<file path="src/rtl/text_write_arbiter_if.sv">
// Character offer bus between two requesters and the text write arbiter.
// Each requester presents valid/char and receives a combinational ready.
interface text_write_arbiter_if #(
    parameter int CHAR_ID_LENGTH = 8
);
    logic                      req0_valid;
    logic [CHAR_ID_LENGTH-1:0] req0_char;
    logic                      req0_ready;
    logic                      req1_valid;
    logic [CHAR_ID_LENGTH-1:0] req1_char;
    logic                      req1_ready;

    modport master (
        output req0_valid, req0_char, req1_valid, req1_char,
        input  req0_ready, req1_ready
    );

    modport slave (
        input  req0_valid, req0_char, req1_valid, req1_char,
        output req0_ready, req1_ready
    );
endinterface

</file>
<file path="src/rtl/text_write_arbiter.sv">
// Round-robin arbiter feeding a text character plane: accepts one character per
// transfer, moves the cursor and issues write / scroll / clear strobes.
module text_write_arbiter #(
    parameter int ROW_NUMBER     = 15,
    parameter int COL_NUMBER     = 40,
    parameter int CHAR_ID_LENGTH = 8,
    parameter int ROW_BIT_LEN    = 4,
    parameter int COL_BIT_LEN    = 6
) (
    input  logic                      clk,
    input  logic                      reset_n,
    text_write_arbiter_if.slave       req,
    output logic [CHAR_ID_LENGTH-1:0] put_character_id,
    output logic [ROW_BIT_LEN-1:0]    put_row,
    output logic [COL_BIT_LEN-1:0]    put_col,
    output logic                      we,
    output logic                      push_up,
    output logic                      clear,
    output logic [ROW_BIT_LEN-1:0]    cursor_row,
    output logic [COL_BIT_LEN-1:0]    cursor_col,
    output logic                      busy
);
    localparam logic [ROW_BIT_LEN-1:0]    LAST_ROW = ROW_BIT_LEN'(ROW_NUMBER - 1);
    localparam logic [COL_BIT_LEN-1:0]    LAST_COL = COL_BIT_LEN'(COL_NUMBER - 1);
    localparam logic [ROW_BIT_LEN-1:0]    ROW_ONE  = ROW_BIT_LEN'(1);
    localparam logic [COL_BIT_LEN-1:0]    COL_ONE  = COL_BIT_LEN'(1);
    localparam logic [CHAR_ID_LENGTH-1:0] CH_BS    = CHAR_ID_LENGTH'(8'h08);
    localparam logic [CHAR_ID_LENGTH-1:0] CH_NL    = CHAR_ID_LENGTH'(8'h0A);
    localparam logic [CHAR_ID_LENGTH-1:0] CH_FF    = CHAR_ID_LENGTH'(8'h0C);
    localparam logic [CHAR_ID_LENGTH-1:0] CH_SPACE = CHAR_ID_LENGTH'(8'h20);

    typedef enum logic [1:0] {IDLE, EXEC, SCROLL} state_t;

    state_t state, state_next;
    logic   ptr, grant_any, grant_idx, transfer, scroll_pend;
    logic [CHAR_ID_LENGTH-1:0] char_in;

    logic                      n_we, n_push, n_clear, n_scroll;
    logic [CHAR_ID_LENGTH-1:0] n_id;
    logic [ROW_BIT_LEN-1:0]    n_row, n_cur_row;
    logic [COL_BIT_LEN-1:0]    n_col, n_cur_col;

    // Pointer names the favoured requester when both offer at once.
    always_comb begin
        grant_any = 1'b0;
        grant_idx = ptr;
        if (req.req0_valid && req.req1_valid) begin
            grant_any = 1'b1;
            grant_idx = ptr;
        end else if (req.req0_valid) begin
            grant_any = 1'b1;
            grant_idx = 1'b0;
        end else if (req.req1_valid) begin
            grant_any = 1'b1;
            grant_idx = 1'b1;
        end
    end

    assign transfer       = (state == IDLE) && grant_any;
    assign req.req0_ready = reset_n && (state == IDLE) && grant_any && !grant_idx;
    assign req.req1_ready = reset_n && (state == IDLE) && grant_any && grant_idx;
    assign char_in        = grant_idx ? req.req1_char : req.req0_char;
    assign busy           = (state != IDLE);

    always_ff @(posedge clk or negedge reset_n) begin
        if (!reset_n) state <= IDLE;
        else          state <= state_next;
    end

    always_comb begin
        state_next = state;
        case (state)
            IDLE:    if (transfer) state_next = EXEC;
            EXEC:    state_next = scroll_pend ? SCROLL : IDLE;
            SCROLL:  state_next = IDLE;
            default: state_next = IDLE;
        endcase
    end

    // Effect of the offered character, evaluated against the current cursor.
    always_comb begin
        n_we      = 1'b0;
        n_push    = 1'b0;
        n_clear   = 1'b0;
        n_scroll  = 1'b0;
        n_id      = put_character_id;
        n_row     = put_row;
        n_col     = put_col;
        n_cur_row = cursor_row;
        n_cur_col = cursor_col;
        case (char_in)
            CH_NL: begin
                n_cur_col = '0;
                if (cursor_row < LAST_ROW) n_cur_row = cursor_row + ROW_ONE;
                else                       n_push    = 1'b1;
            end
            CH_BS: begin
                if (cursor_col != '0) begin
                    n_cur_col = cursor_col - COL_ONE;
                    n_we      = 1'b1;
                end else if (cursor_row != '0) begin
                    n_cur_row = cursor_row - ROW_ONE;
                    n_cur_col = LAST_COL;
                    n_we      = 1'b1;
                end
                if (n_we) begin
                    n_id  = CH_SPACE;
                    n_row = n_cur_row;
                    n_col = n_cur_col;
                end
            end
            CH_FF: begin
                n_clear   = 1'b1;
                n_cur_row = '0;
                n_cur_col = '0;
            end
            default: begin
                n_we  = 1'b1;
                n_id  = char_in;
                n_row = cursor_row;
                n_col = cursor_col;
                if (cursor_col == LAST_COL) begin
                    n_cur_col = '0;
                    if (cursor_row == LAST_ROW) n_scroll  = 1'b1;
                    else                        n_cur_row = cursor_row + ROW_ONE;
                end else begin
                    n_cur_col = cursor_col + COL_ONE;
                end
            end
        endcase
    end

    always_ff @(posedge clk or negedge reset_n) begin
        if (!reset_n) begin
            ptr              <= 1'b0;
            scroll_pend      <= 1'b0;
            we               <= 1'b0;
            push_up          <= 1'b0;
            clear            <= 1'b0;
            put_character_id <= '0;
            put_row          <= '0;
            put_col          <= '0;
            cursor_row       <= '0;
            cursor_col       <= '0;
        end else begin
            we      <= 1'b0;
            push_up <= 1'b0;
            clear   <= 1'b0;
            if (transfer) begin
                ptr              <= ~grant_idx;
                scroll_pend      <= n_scroll;
                we               <= n_we;
                push_up          <= n_push;
                clear            <= n_clear;
                put_character_id <= n_id;
                put_row          <= n_row;
                put_col          <= n_col;
                cursor_row       <= n_cur_row;
                cursor_col       <= n_cur_col;
            end else if (state == EXEC) begin
                push_up     <= scroll_pend;
                scroll_pend <= 1'b0;
            end
        end
    end
endmodule

</file>
<file path="src/flat_wrapper.sv">
// flat-port wrapper written by rule: the top's interface ports become plain ports
module text_write_arbiter_flat 
#(
    parameter int ROW_NUMBER     = 15,
    parameter int COL_NUMBER     = 40,
    parameter int CHAR_ID_LENGTH = 8,
    parameter int ROW_BIT_LEN    = 4,
    parameter int COL_BIT_LEN    = 6
)
  (clk, reset_n, put_character_id, put_row, put_col, we, push_up, clear, cursor_row, cursor_col, busy, req_req0_valid, req_req0_char, req_req1_valid, req_req1_char, req_req0_ready, req_req1_ready);
  text_write_arbiter_if #(.CHAR_ID_LENGTH(CHAR_ID_LENGTH)) req_i ();
  input  logic clk;
  input  logic reset_n;
  output logic [CHAR_ID_LENGTH-1:0] put_character_id;
  output logic [ROW_BIT_LEN-1:0] put_row;
  output logic [COL_BIT_LEN-1:0] put_col;
  output logic we;
  output logic push_up;
  output logic clear;
  output logic [ROW_BIT_LEN-1:0] cursor_row;
  output logic [COL_BIT_LEN-1:0] cursor_col;
  output logic busy;
  input wire logic [$bits(req_i.req0_valid)-1:0] req_req0_valid;
  input wire logic [$bits(req_i.req0_char)-1:0] req_req0_char;
  input wire logic [$bits(req_i.req1_valid)-1:0] req_req1_valid;
  input wire logic [$bits(req_i.req1_char)-1:0] req_req1_char;
  output wire logic [$bits(req_i.req0_ready)-1:0] req_req0_ready;
  output wire logic [$bits(req_i.req1_ready)-1:0] req_req1_ready;
  assign req_i.req0_valid = req_req0_valid;
  assign req_i.req0_char = req_req0_char;
  assign req_i.req1_valid = req_req1_valid;
  assign req_i.req1_char = req_req1_char;
  assign req_req0_ready = req_i.req0_ready;
  assign req_req1_ready = req_i.req1_ready;
  text_write_arbiter #(.ROW_NUMBER(ROW_NUMBER), .COL_NUMBER(COL_NUMBER), .CHAR_ID_LENGTH(CHAR_ID_LENGTH), .ROW_BIT_LEN(ROW_BIT_LEN), .COL_BIT_LEN(COL_BIT_LEN)) u_core (.clk(clk), .reset_n(reset_n), .req(req_i), .put_character_id(put_character_id), .put_row(put_row), .put_col(put_col), .we(we), .push_up(push_up), .clear(clear), .cursor_row(cursor_row), .cursor_col(cursor_col), .busy(busy));
endmodule
</file>
<file path="config.mk">
export PLATFORM = sky130hd
export DESIGN_NAME = text_write_arbiter_flat
export DESIGN_NICKNAME = d
export VERILOG_FILES = /design/src/rtl/text_write_arbiter_if.sv /design/src/rtl/text_write_arbiter.sv /design/src/flat_wrapper.sv
export SDC_FILE = /design/constraint.sdc
export NUM_CORES = 1
export LEC_CHECK = 0
export BUFFER_PORTS_ARGS = -buffer_cell sky130_fd_sc_hd__buf_2
export CAP_MARGIN = 20
export CORE_UTILIZATION = 50
export DETAILED_ROUTE_END_ITERATION = 7
export PLACE_DENSITY = 0.75
export RECOVER_POWER = 100
export SYNTH_ARGS = -nofsm -noshare
export SYNTH_HDL_FRONTEND = slang
export SYNTH_SLANG_ARGS = --single-unit
</file>
<file path="constraint.sdc">
create_clock -name clk -period 2.6 [get_ports clk]
set_clock_uncertainty 0.05 [all_clocks]
set_input_delay 0.13 -clock clk [delete_from_list [all_inputs] [get_ports clk]]
set_output_delay 0.13 -clock clk [all_outputs]
set_load 0.02 [all_outputs]
</file>
==> results.sh, run 1 <==
export IMPL_wire_per_inst_um=15.1
export IMPL_critPathLaunchType="flop"
export IMPL_busiest_layer="met2"
export IMPL_antenna_found_initial=0
export IMPL_layout_nets=360
export IMPL_first_iter_violations=177
export IMPL_routabilityCongestion=0.958
export IMPL_timing_final_crit_period_ns=2.45
export IMPL_core_um2=4410
export IMPL_finalHoldViolCount=0
export IMPL_dr_pass1_iters=5
export IMPL_dp_slack_ns=0.0962
export IMPL_crit_fanout=20
export IMPL_setup_tns_ns=0
export IMPL_power_internal_mw=1.37
export IMPL_yosysSeqAreaShare_pct=37.5
export IMPL_htree_levels=2
export IMPL_ys_warn_count=0
export IMPL_rows=24
export IMPL_synth_main_ff_cell="dfrtp_1"
export IMPL_via_per_inst=5.79
export IMPL_cts_setup_buffers=0
export IMPL_grt_pass1_vias=2061
export IMPL_grt_max_degree=36
export IMPL_synth_seq_cells=35
export IMPL_routed_wl_um=5810
export IMPL_io_pins=54
export IMPL_clk_latency_ns=0.29
export IMPL_clockBufferDepth=2
export IMPL_clock_sinks=35
export IMPL_ant_nets=0
export IMPL_run_status="finished clean"
export IMPL_die_w_um=70.4
export IMPL_vdd_drop_max_mv=0.467
export IMPL_max_clock_freq_mhz=409
export IMPL_synth_edff_count=0
export IMPL_crit_chain="nor2_1 -> a2bb2oi_1 -> a211oi_4 -> and3_1 -> a21oi_2 -> nand2_1 -> o32a_1"
export IMPL_switching_share_pct=43.3
export IMPL_hpwl_um=4330
export IMPL_antenna_cells=0
export IMPL_cts_tree="built"
export IMPL_die_h_um=70.4
export IMPL_arrival_ns=2.56
export IMPL_layout_area_seq_um2=877
export IMPL_multi_input_area_um2=1280
export IMPL_cts_root_buffer="clkbuf_8"
export IMPL_p_clk_share_pct=19.1
export IMPL_initial_core_util_pct=53.0
export IMPL_met3_usage_pct=3.90
export IMPL_seqPwrFrac_pct=35.1
export IMPL_worstHoldPathType="input pin to flop"
export IMPL_endpoint_kind="flop"
export IMPL_drc_errors=0
export IMPL_setup_viol=0
export IMPL_leakage_nw=1.23
export IMPL_power_density_nw_per_um2=880
export IMPL_utilization_pct=62.3
export IMPL_crit_slowest_cell="dfrtp_2"
export IMPL_grt_util_all_layers_pct=25.3
export IMPL_netlist_instances=274
export IMPL_fillerInstances=441
export IMPL_syn_to_final_growth_pct=17.6
export IMPL_worstPathRequired_ns=2.71
export IMPL_critical_path_max_stage_delay_ns=0.58
export IMPL_numPortBuffers=53
export IMPL_crit_family="compound AO/OA/AOI/OAI gates"
export IMPL_drive_gt1_share_pct=15.6
export IMPL_comb_power_share_pct=45.8
export IMPL_final_cell_area_um2=2750
export IMPL_met2_usage_pct=39.4
export IMPL_ys_types=62
export IMPL_syn_nets=300
export IMPL_slew_viol_final=0
export IMPL_tightest_slew_ns=0.874
export IMPL_grt_first_pass_wirelength_um=9840
export IMPL_use_met1_pct=35.9
export IMPL_vias=2235
export IMPL_layout_setup_ws_ns=0.152
export IMPL_fin_crit_sh_pct=94.1
export IMPL_max_cap_violations=0
export IMPL_rsz0062_at_grt="no"
export IMPL_ys_async_sr_fraction_pct=100
export IMPL_place_area_um2=2700
export IMPL_syn_area_um2=2340
export IMPL_avgSynthCellArea_um2=8.53
export IMPL_clk_pin_slew_worst_paths_ns=0.06
export IMPL_p_sw_mw=1.05
export IMPL_critPathBufInv=0
export IMPL_crit_type="flop to flop"
export IMPL_slew_headroom_pct=41.7
export IMPL_cts_buffers=5
export IMPL_dieArea_um2=4950
export IMPL_overflow=0
==> cells by family after synthesis <==
kind of cell / share of synthesized area, %
xor gates and xnor gates: 0.749
DFF: 37.5
AOI/OAI and AO/OA: 30.8
muxes: 1.34
buffers and inverters: 7.44
and+or+nand+nor: 19.0
adders and majority gates: 3.21
==> layout make-up <==
class / instances / area share (%)
Clock buffer: 6 / 2.64
Clock inverter: 1 / 1.09
Inverter: 24 / 3.28
Multi-Input combinational cell: 199 / 46.4
Sequential cell: 35 / 31.9
Tap cell: 52 / 2.37
Timing Repair Buffer: 69 / 12.3
==> synthesized netlist by cell type, types with 2 or more instances <==
master,instances,area share (%)
o21ai_1,15,3.2
clkbuf_1,9,1.4
a211oi_1,2,0.64
and2_1,3,0.80
o22ai_1,2,0.53
a21oi_1,17,3.6
dfrtp_1,35,37
o41ai_1,2,0.75
nand2_1,31,5.0
nand4_1,3,0.80
a2bb2oi_1,6,2.2
nand2b_1,6,1.6
xnor2_1,2,0.75
o211ai_1,7,2.2
buf_2,4,0.86
o211a_1,3,1.3
o21ai_0,10,2.1
a31oi_1,4,1.1
nor3_1,8,1.7
a22o_1,2,0.75
mux2i_1,2,0.86
ha_1,6,3.2
a2bb2oi_2,2,1.3
o2bb2ai_1,2,0.75
nand3_1,7,1.5
buf_6,2,0.96
inv_1,22,3.5
nor4_1,2,0.53
nor2_1,23,3.7
and3_1,2,0.53
o21a_1,2,0.64
==> through the flow <==
stage               hold WS [ns]  power [mW]  instances
finish                    0.0677        2.42        386
detailed placement         0.178        2.01        378
floorplan                 -0.216        1.63        274
global placement           0.172        2.00        378
CTS                       0.0614        2.48        386
global route              0.0972        2.58        386
==> power by group through the flow <==
| stage | clock network [mW] | registers [mW] | logic (mW) |
|---|---|---|---|
| after floorplan | 0 | 1.00 | 0.630 |
| after global placement | 0 | 0.850 | 1.15 |
| after detailed placement | 0 | 0.849 | 1.16 |
| after CTS | 0.473 | 0.841 | 1.16 |
| after global routing | 0.491 | 0.871 | 1.22 |
| final | 0.463 | 0.849 | 1.11 |
==> sequential cells by signal (all words and copies together) (netlist names) <==
signal	count
u_core.cursor_row	4
u_core.ptr	1
u_core.we	1
u_core.scroll_pend	1
u_core.push_up	1
u_core.put_character_id	8
u_core.put_col	6
u_core.cursor_col	6
u_core.put_row	4
u_core.state	2
u_core.clear	1
==> timing repair <==
action                                  in CTS  in global routing
hold buffers                                 1                  0
endpoints found under the setup margin       0                 19
gates resized for setup                      0                  1
endpoints found under the hold margin       35                  0
==> routing by layer <==
layer,vias up,wire length [um]
met1,1046,2710
met5,-,0
met3,7,317
li1,1114,-
met4,0,64
met2,68,2710
==> cells in the final DEF (no fill, tap or decap), types with 7 or more instances in the layout <==
cell / instances
clkbuf_1: 36
dfrtp_1: 34
nand2_1: 31
nor2_1: 24
inv_1: 23
o21ai_0: 22
buf_2: 18
a21oi_1: 17
buf_4: 13
nor3_1: 8
o211ai_1: 7
nand3_1: 7
==> path summary, 6_finish.rpt <==
check	start	endpoint	slack [ns]	cells past startpoint
hold reg to reg	u_core.put_col[3]	u_core.put_col[3]	0.43	2
setup reg to reg	u_core.ptr	u_core.cursor_row[2]	0.15	7
max in group asynchronous	reset_n	u_core.ptr	1.31	3
min in group asynchronous	reset_n	u_core.we	0.60	3
hold / removal	req_req1_valid	u_core.ptr	0.07	2
setup / recovery	u_core.ptr	u_core.cursor_row[2]	0.15	7
(Power assumes the default switching activity.)
==> inputs of run 2 (changes only) <==
--- a/constraint.sdc
+++ b/constraint.sdc
@@ -4,2 +4,2 @@
 set_output_delay 0.13 -clock clk [all_outputs]
-set_load 0.02 [all_outputs]
+set_load 0.01 [all_outputs]
==> run 2 against run 1 <==
Against the previous run:
- routed wire length grew 2.3%
- die area is the same
- first-iteration DRC count shrank 15%
- combinational power shrank 9%
- sequential power shrank 2%
- critical path type unchanged
- critical endpoint is now u_core.cursor_row[1]
- largest cell class unchanged
- largest power group unchanged
- highest routed layer unchanged
==> results.sh, run 2 (synthesis gave the netlist of run 1 again) <==
export IMPL_min_from="req_req1_valid"
export IMPL_run_status="finished clean"
export IMPL_worstHoldPathType="input pin to flop"
export IMPL_place_area_um2=2710
export IMPL_crit_type="flop to flop"
export IMPL_max_clock_freq_mhz=420
export IMPL_numPortBuffers=53
export IMPL_cts_tree="built"
export IMPL_ant_nets=0
export IMPL_fin_total_pwr_mw=2.23
export IMPL_slew_viol_final=0
export IMPL_top_register="u_core.put_character_id"
export IMPL_final_cell_area_um2=2730
export IMPL_vdd_drop_max_mv=0.368
export IMPL_overflow=0
export IMPL_max_cap_violations=0
export IMPL_clk_latency_ns=0.29
export IMPL_timing_final_crit_period_ns=2.38
export IMPL_fin_cells=388
export IMPL_rows=24
export IMPL_initial_core_util_pct=53.0
export IMPL_arrival_ns=2.50
export IMPL_routabilityCongestion=0.945
export IMPL_mostFrequentLayoutCells="clkbuf_1, dfrtp_1, nand2_1"
export IMPL_timing_hold_ws_ns=0.0455
export IMPL_power_density_nw_per_um2=816
export IMPL_critPathLaunchType="flop"
export IMPL_wire_per_inst_um=15.3
export IMPL_slew_headroom_pct=42.0
export IMPL_hpwl_um=4460
export IMPL_worstPathRequired_ns=2.72
export IMPL_cts_root_buffer="clkbuf_8"
export IMPL_rsz0062_at_grt="no"
export IMPL_first_iter_violations=151
export IMPL_antenna_cells=0
export IMPL_die_h_um=70.4
export IMPL_crit_chain="nor2_1 -> a2bb2oi_1 -> nand2_1 -> nor2_1 -> o21ai_0 -> clkbuf_2 -> a31oi_1 -> o211ai_1"
export IMPL_syn_to_final_growth_pct=16.9
export IMPL_drc_errors=0
export IMPL_dp_slack_ns=0.103
export IMPL_clk_pin_slew_worst_paths_ns=0.07
export IMPL_setup_viol=0
export IMPL_endpoint_kind="flop"
export IMPL_fin_crit_sh_pct=91.7
export IMPL_setup_tns_ns=0
export IMPL_crit_path_start="u_core.ptr"
export IMPL_clockBufferDepth=2
export IMPL_tightest_slew_ns=0.869
export IMPL_dr_pass1_iters=4
export IMPL_vias=2236
export IMPL_die_w_um=70.4
export IMPL_drive_gt1_share_pct=16.4
export IMPL_layout_setup_ws_ns=0.216
export IMPL_routed_wl_um=5940
export IMPL_clock_sinks=35
export IMPL_critical_path_max_stage_delay_ns=0.58
export IMPL_grt_first_pass_wirelength_um=9960
export IMPL_htree_levels=2
export IMPL_crit_slowest_cell="dfrtp_2"
export IMPL_final_common_cell="clkbuf_1"
export IMPL_utilization_pct=61.9
export IMPL_numPlacedInstances=379
export IMPL_largest_register_ffs=8
export IMPL_dieArea_um2=4950
export IMPL_crit_fanout=20
export IMPL_critPathMostFrequentCell="nor2_1"
export IMPL_leakage_nw=1.22
export IMPL_via_per_inst=5.76
export IMPL_io_pins=54
export IMPL_layout_nets=361
export IMPL_finalHoldViolCount=0
export IMPL_grt_util_all_layers_pct=25.5
export IMPL_r2r_start="u_core.ptr"
export IMPL_core_um2=4410
export IMPL_grt_max_degree=36
export IMPL_antenna_found_initial=0
export IMPL_reg_top3="u_core.put_character_id x8, u_core.cursor_col x6, u_core.put_col x6"
export IMPL_cts_buffers=5
export IMPL_grt_pass1_vias=2104
run 2: cell types whose count changed in the layout (fill, tap and decap cells not counted), sizes merged:
cell / previous run / this run
clkbuf: 43 / 45
bufinv: 1 / 0
clkinvlp: 0 / 1
clkinv: 1 / 2
buf: 31 / 30
run 2: final cells by class:
cell class	instances	area [um^2]
fill	438	1680
sequential	35	877
clock inverter	2	12.5
tap	52	65.1
clock buffer	6	72.6
inverter	24	90.1
timing repair buffer	70	328
multi-input combinational	199	1290
run 2: worst paths after layout:
check                      cells after the start                         end  slack [ns]
setup / recovery                               8        u_core.cursor_row[1]        0.22
hold / removal                                 2                  u_core.ptr        0.05
setup reg to reg                               8        u_core.cursor_row[1]        0.22
hold reg to reg                                2           u_core.put_col[3]        0.43
max in group asynchronous                      3                  u_core.ptr        1.32
min in group asynchronous                      3  u_core.put_character_id[5]        0.59
run 2: worst max-delay path, delay by kind of cell, from the launching register on:
| kind | cells | cell delay (ns) |
|---|---|---|
| DFF | 1 | 0.58 |
| AOI/OAI and AO/OA | 4 | 0.77 |
| buffers and inverters | 1 | 0.20 |
| and+or+nand+nor | 3 | 0.68 |
run 2: where the power goes:
part	total [mW]	switching (mW)	leakage [nW]	internal, mW
sequential	0.831	0.134	0.434	0.698
combinational	1.01	0.627	0.744	0.384
clock	0.389	0.202	0.0412	0.187
run 2: layer usage:
| layer | track usage [%] | wire (um) | share of wire [%] |
|---|---|---|---|
| met3 | 6.64 | 342 | 5.8 |
| met4 | 8.22 | 61 | 1.0 |
| met5 | 0 | 0 | 0 |
| met1 | 35.6 | 2770 | 47 |
| met2 | 38.4 | 2770 | 47 |
run 2: timing repair:
item / in CTS / in global routing
hold buffers: 1 / 0
buffers inserted: 0 / 0
hold endpoints to repair: 35 / 0
endpoints found under the setup margin: 0 / 23
gates resized for setup: 0 / 2
==> inputs of run 3 (changes only) <==
Settings changed: CORE_UTILIZATION 50 to 54, PLACE_DENSITY 0.75 to 0.8, SKIP_LAST_GASP set to 1.
==> run 3 against run 2 <==
Against the previous run:
- hold slack better by 0.016 ns
- utilization up 5.3 points
- count of clock-buffer cells in the layout down 1
- register-to-register slack worse by 0.08 ns
- global-route usage up 3.3 points
- design area up 0.46%
- die area down 7.2%
- critical path type unchanged
- critical path depth unchanged
==> results.sh, run 3 (synthesis gave the netlist of run 1 again) <==
export IMPL_crit_type="flop to flop"
export IMPL_vdd_drop_max_mv=0.519
export IMPL_slew_viol_final=0
export IMPL_cts_buffers=5
export IMPL_rows=23
export IMPL_grt_pass1_vias=2075
export IMPL_critPathLaunchType="flop"
export IMPL_dr_pass1_iters=5
export IMPL_tightest_slew_ns=0.881
export IMPL_drive_gt1_share_pct=17.1
export IMPL_htree_levels=2
export IMPL_final_cell_area_um2=2750
export IMPL_crit_chain="inv_1 -> ha_1 -> nand2b_1 -> or4_1 -> clkbuf_2 -> a2111oi_0 -> a31oi_1 -> o2bb2ai_1"
export IMPL_clock_sinks=35
export IMPL_met2_usage_pct=44.3
export IMPL_fin_total_pwr_mw=2.25
export IMPL_antenna_cells=0
export IMPL_place_area_um2=2730
export IMPL_syn_to_final_growth_pct=17.4
export IMPL_initial_core_util_pct=57.2
export IMPL_grt_util_all_layers_pct=28.9
export IMPL_mostFrequentLayoutCells="clkbuf_1, dfrtp_1, nand2_1"
export IMPL_via_per_inst=5.88
export IMPL_ant_nets=0
export IMPL_clk_latency_ns=0.29
export IMPL_layout_nets=364
export IMPL_io_pins=54
export IMPL_grt_max_degree=36
export IMPL_die_w_um=67.8
export IMPL_run_status="finished clean"
export IMPL_routed_wl_um=6040
export IMPL_dieArea_um2=4600
export IMPL_fin_crit_sh_pct=94.8
export IMPL_final_common_cell="clkbuf_1"
export IMPL_core_um2=4090
export IMPL_overflow=0
export IMPL_rsz0062_at_grt="no"
export IMPL_cts_root_buffer="clkbuf_8"
export IMPL_endpoint_kind="flop"
export IMPL_timing_final_crit_period_ns=2.47
export IMPL_antenna_found_initial=0
export IMPL_clockBufferDepth=2
export IMPL_finalHoldViolCount=0
export IMPL_critPathBufInv=2
export IMPL_die_h_um=67.8
export IMPL_met3_usage_pct=5.07
export IMPL_wire_per_inst_um=15.5
export IMPL_grt_first_pass_wirelength_um=9750
export IMPL_slew_headroom_pct=41.3
export IMPL_busiest_layer="met2"
export IMPL_cts_tree="built"
export IMPL_critical_path_max_stage_delay_ns=0.66
export IMPL_first_iter_violations=205
export IMPL_max_cap_violations=0
export IMPL_use_met1_pct=41.6
export IMPL_cts_setup_buffers=0
export IMPL_worstHoldPathType="input pin to flop"
export IMPL_crit_family="compound AO/OA/AOI/OAI gates"
export IMPL_largest_register_ffs=8
export IMPL_crit_fanout=5
export IMPL_max_clock_freq_mhz=406
export IMPL_leakage_nw=1.23
export IMPL_power_density_nw_per_um2=821
export IMPL_setup_tns_ns=0
export IMPL_numPortBuffers=53
export IMPL_hpwl_um=4440
export IMPL_rrSetupSlack_ns=0.13
export IMPL_arrival_ns=2.63
export IMPL_routabilityCongestion=0.933
export IMPL_setup_viol=0
export IMPL_vias=2286
export IMPL_drc_errors=0
export IMPL_clk_pin_slew_worst_paths_ns=0.08
export IMPL_worstPathRequired_ns=2.76
export IMPL_top_register="u_core.put_character_id"
export IMPL_reg_top3="u_core.put_character_id x8, u_core.cursor_col x6, u_core.put_col x6"
export IMPL_crit_slowest_cell="a2111oi_0"
run 3: changes by cell type in the layout (fill, tap and decap cells not counted):
cell	previous run	this run
a2111oi_0	0	1
a2111oi_1	1	0
and3_1	2	3
and3_4	1	0
buf_2	23	24
buf_4	7	9
clkbuf_1	37	36
clkinvlp_4	1	2
nor4_1	1	2
nor4_2	1	0
o21ai_1	3	2
o21ai_2	0	1
run 3: worst register-to-register path, stage by stage (launching register included):
cell       delay [ns]
dfrtp_1          0.38
inv_1            0.12
ha_1             0.16
nand2b_1         0.11
or4_1            0.47
clkbuf_2         0.19
a2111oi_0        0.66
a31oi_1          0.10
o2bb2ai_1        0.16
run 3: what timing repair did:
item,CTS,global route
hold buffers,1,0
gates resized for setup,0,1
endpoints found under the setup margin,0,19
hold endpoints to repair,35,0
run 3: through the flow:
step	hold WS [ns]	std cells	worst slack [ns]	util [%]
after global placement	0.171	380	0.206	66.7
after CTS	0.0599	389	0.0958	69.1
final	0.0616	389	0.134	67.2
after global routing	0.0904	389	0.0370	67.2
after detailed placement	0.177	380	0.109	66.7
after floorplan	-0.216	274	0.252	-
run 3: cell type report:
class	instances	area, um^2
tap	50	62.6
fill	383	1340
clock inverter	3	20.0
clock buffer	5	68.8
inverter	24	90.1
timing repair buffer	73	348
multi-input combinational	199	1280
sequential	35	877
run 3: worst paths after layout:
path | startpoint | to | cells past startpoint
worst min-delay path | req_req1_valid | u_core.ptr | 2
worst max register to register | u_core.cursor_col[1] | u_core.cursor_col[5] | 8
worst min register to register | u_core.put_row[2] | u_core.put_row[2] | 2
max in group asynchronous | reset_n | u_core.ptr | 3
min in group asynchronous | reset_n | u_core.we | 3
worst max-delay path | u_core.cursor_col[1] | u_core.cursor_col[5] | 8
run 3: layer usage:
metal | part of all wire [%] | wire length, um
met1 | 47 | 2840
met2 | 46 | 2800
met4 | 0.66 | 40
met5 | 0 | 0
met3 | 6.0 | 360
run 3: power by group:
part           internal, mW  total (mW)  leakage [nW]  switching (mW)
Clock                 0.186       0.393        0.0402           0.207
Sequential            0.698       0.815         0.434           0.118
Combinational         0.393        1.05         0.758           0.653
Total                  1.28        2.25          1.23           0.978
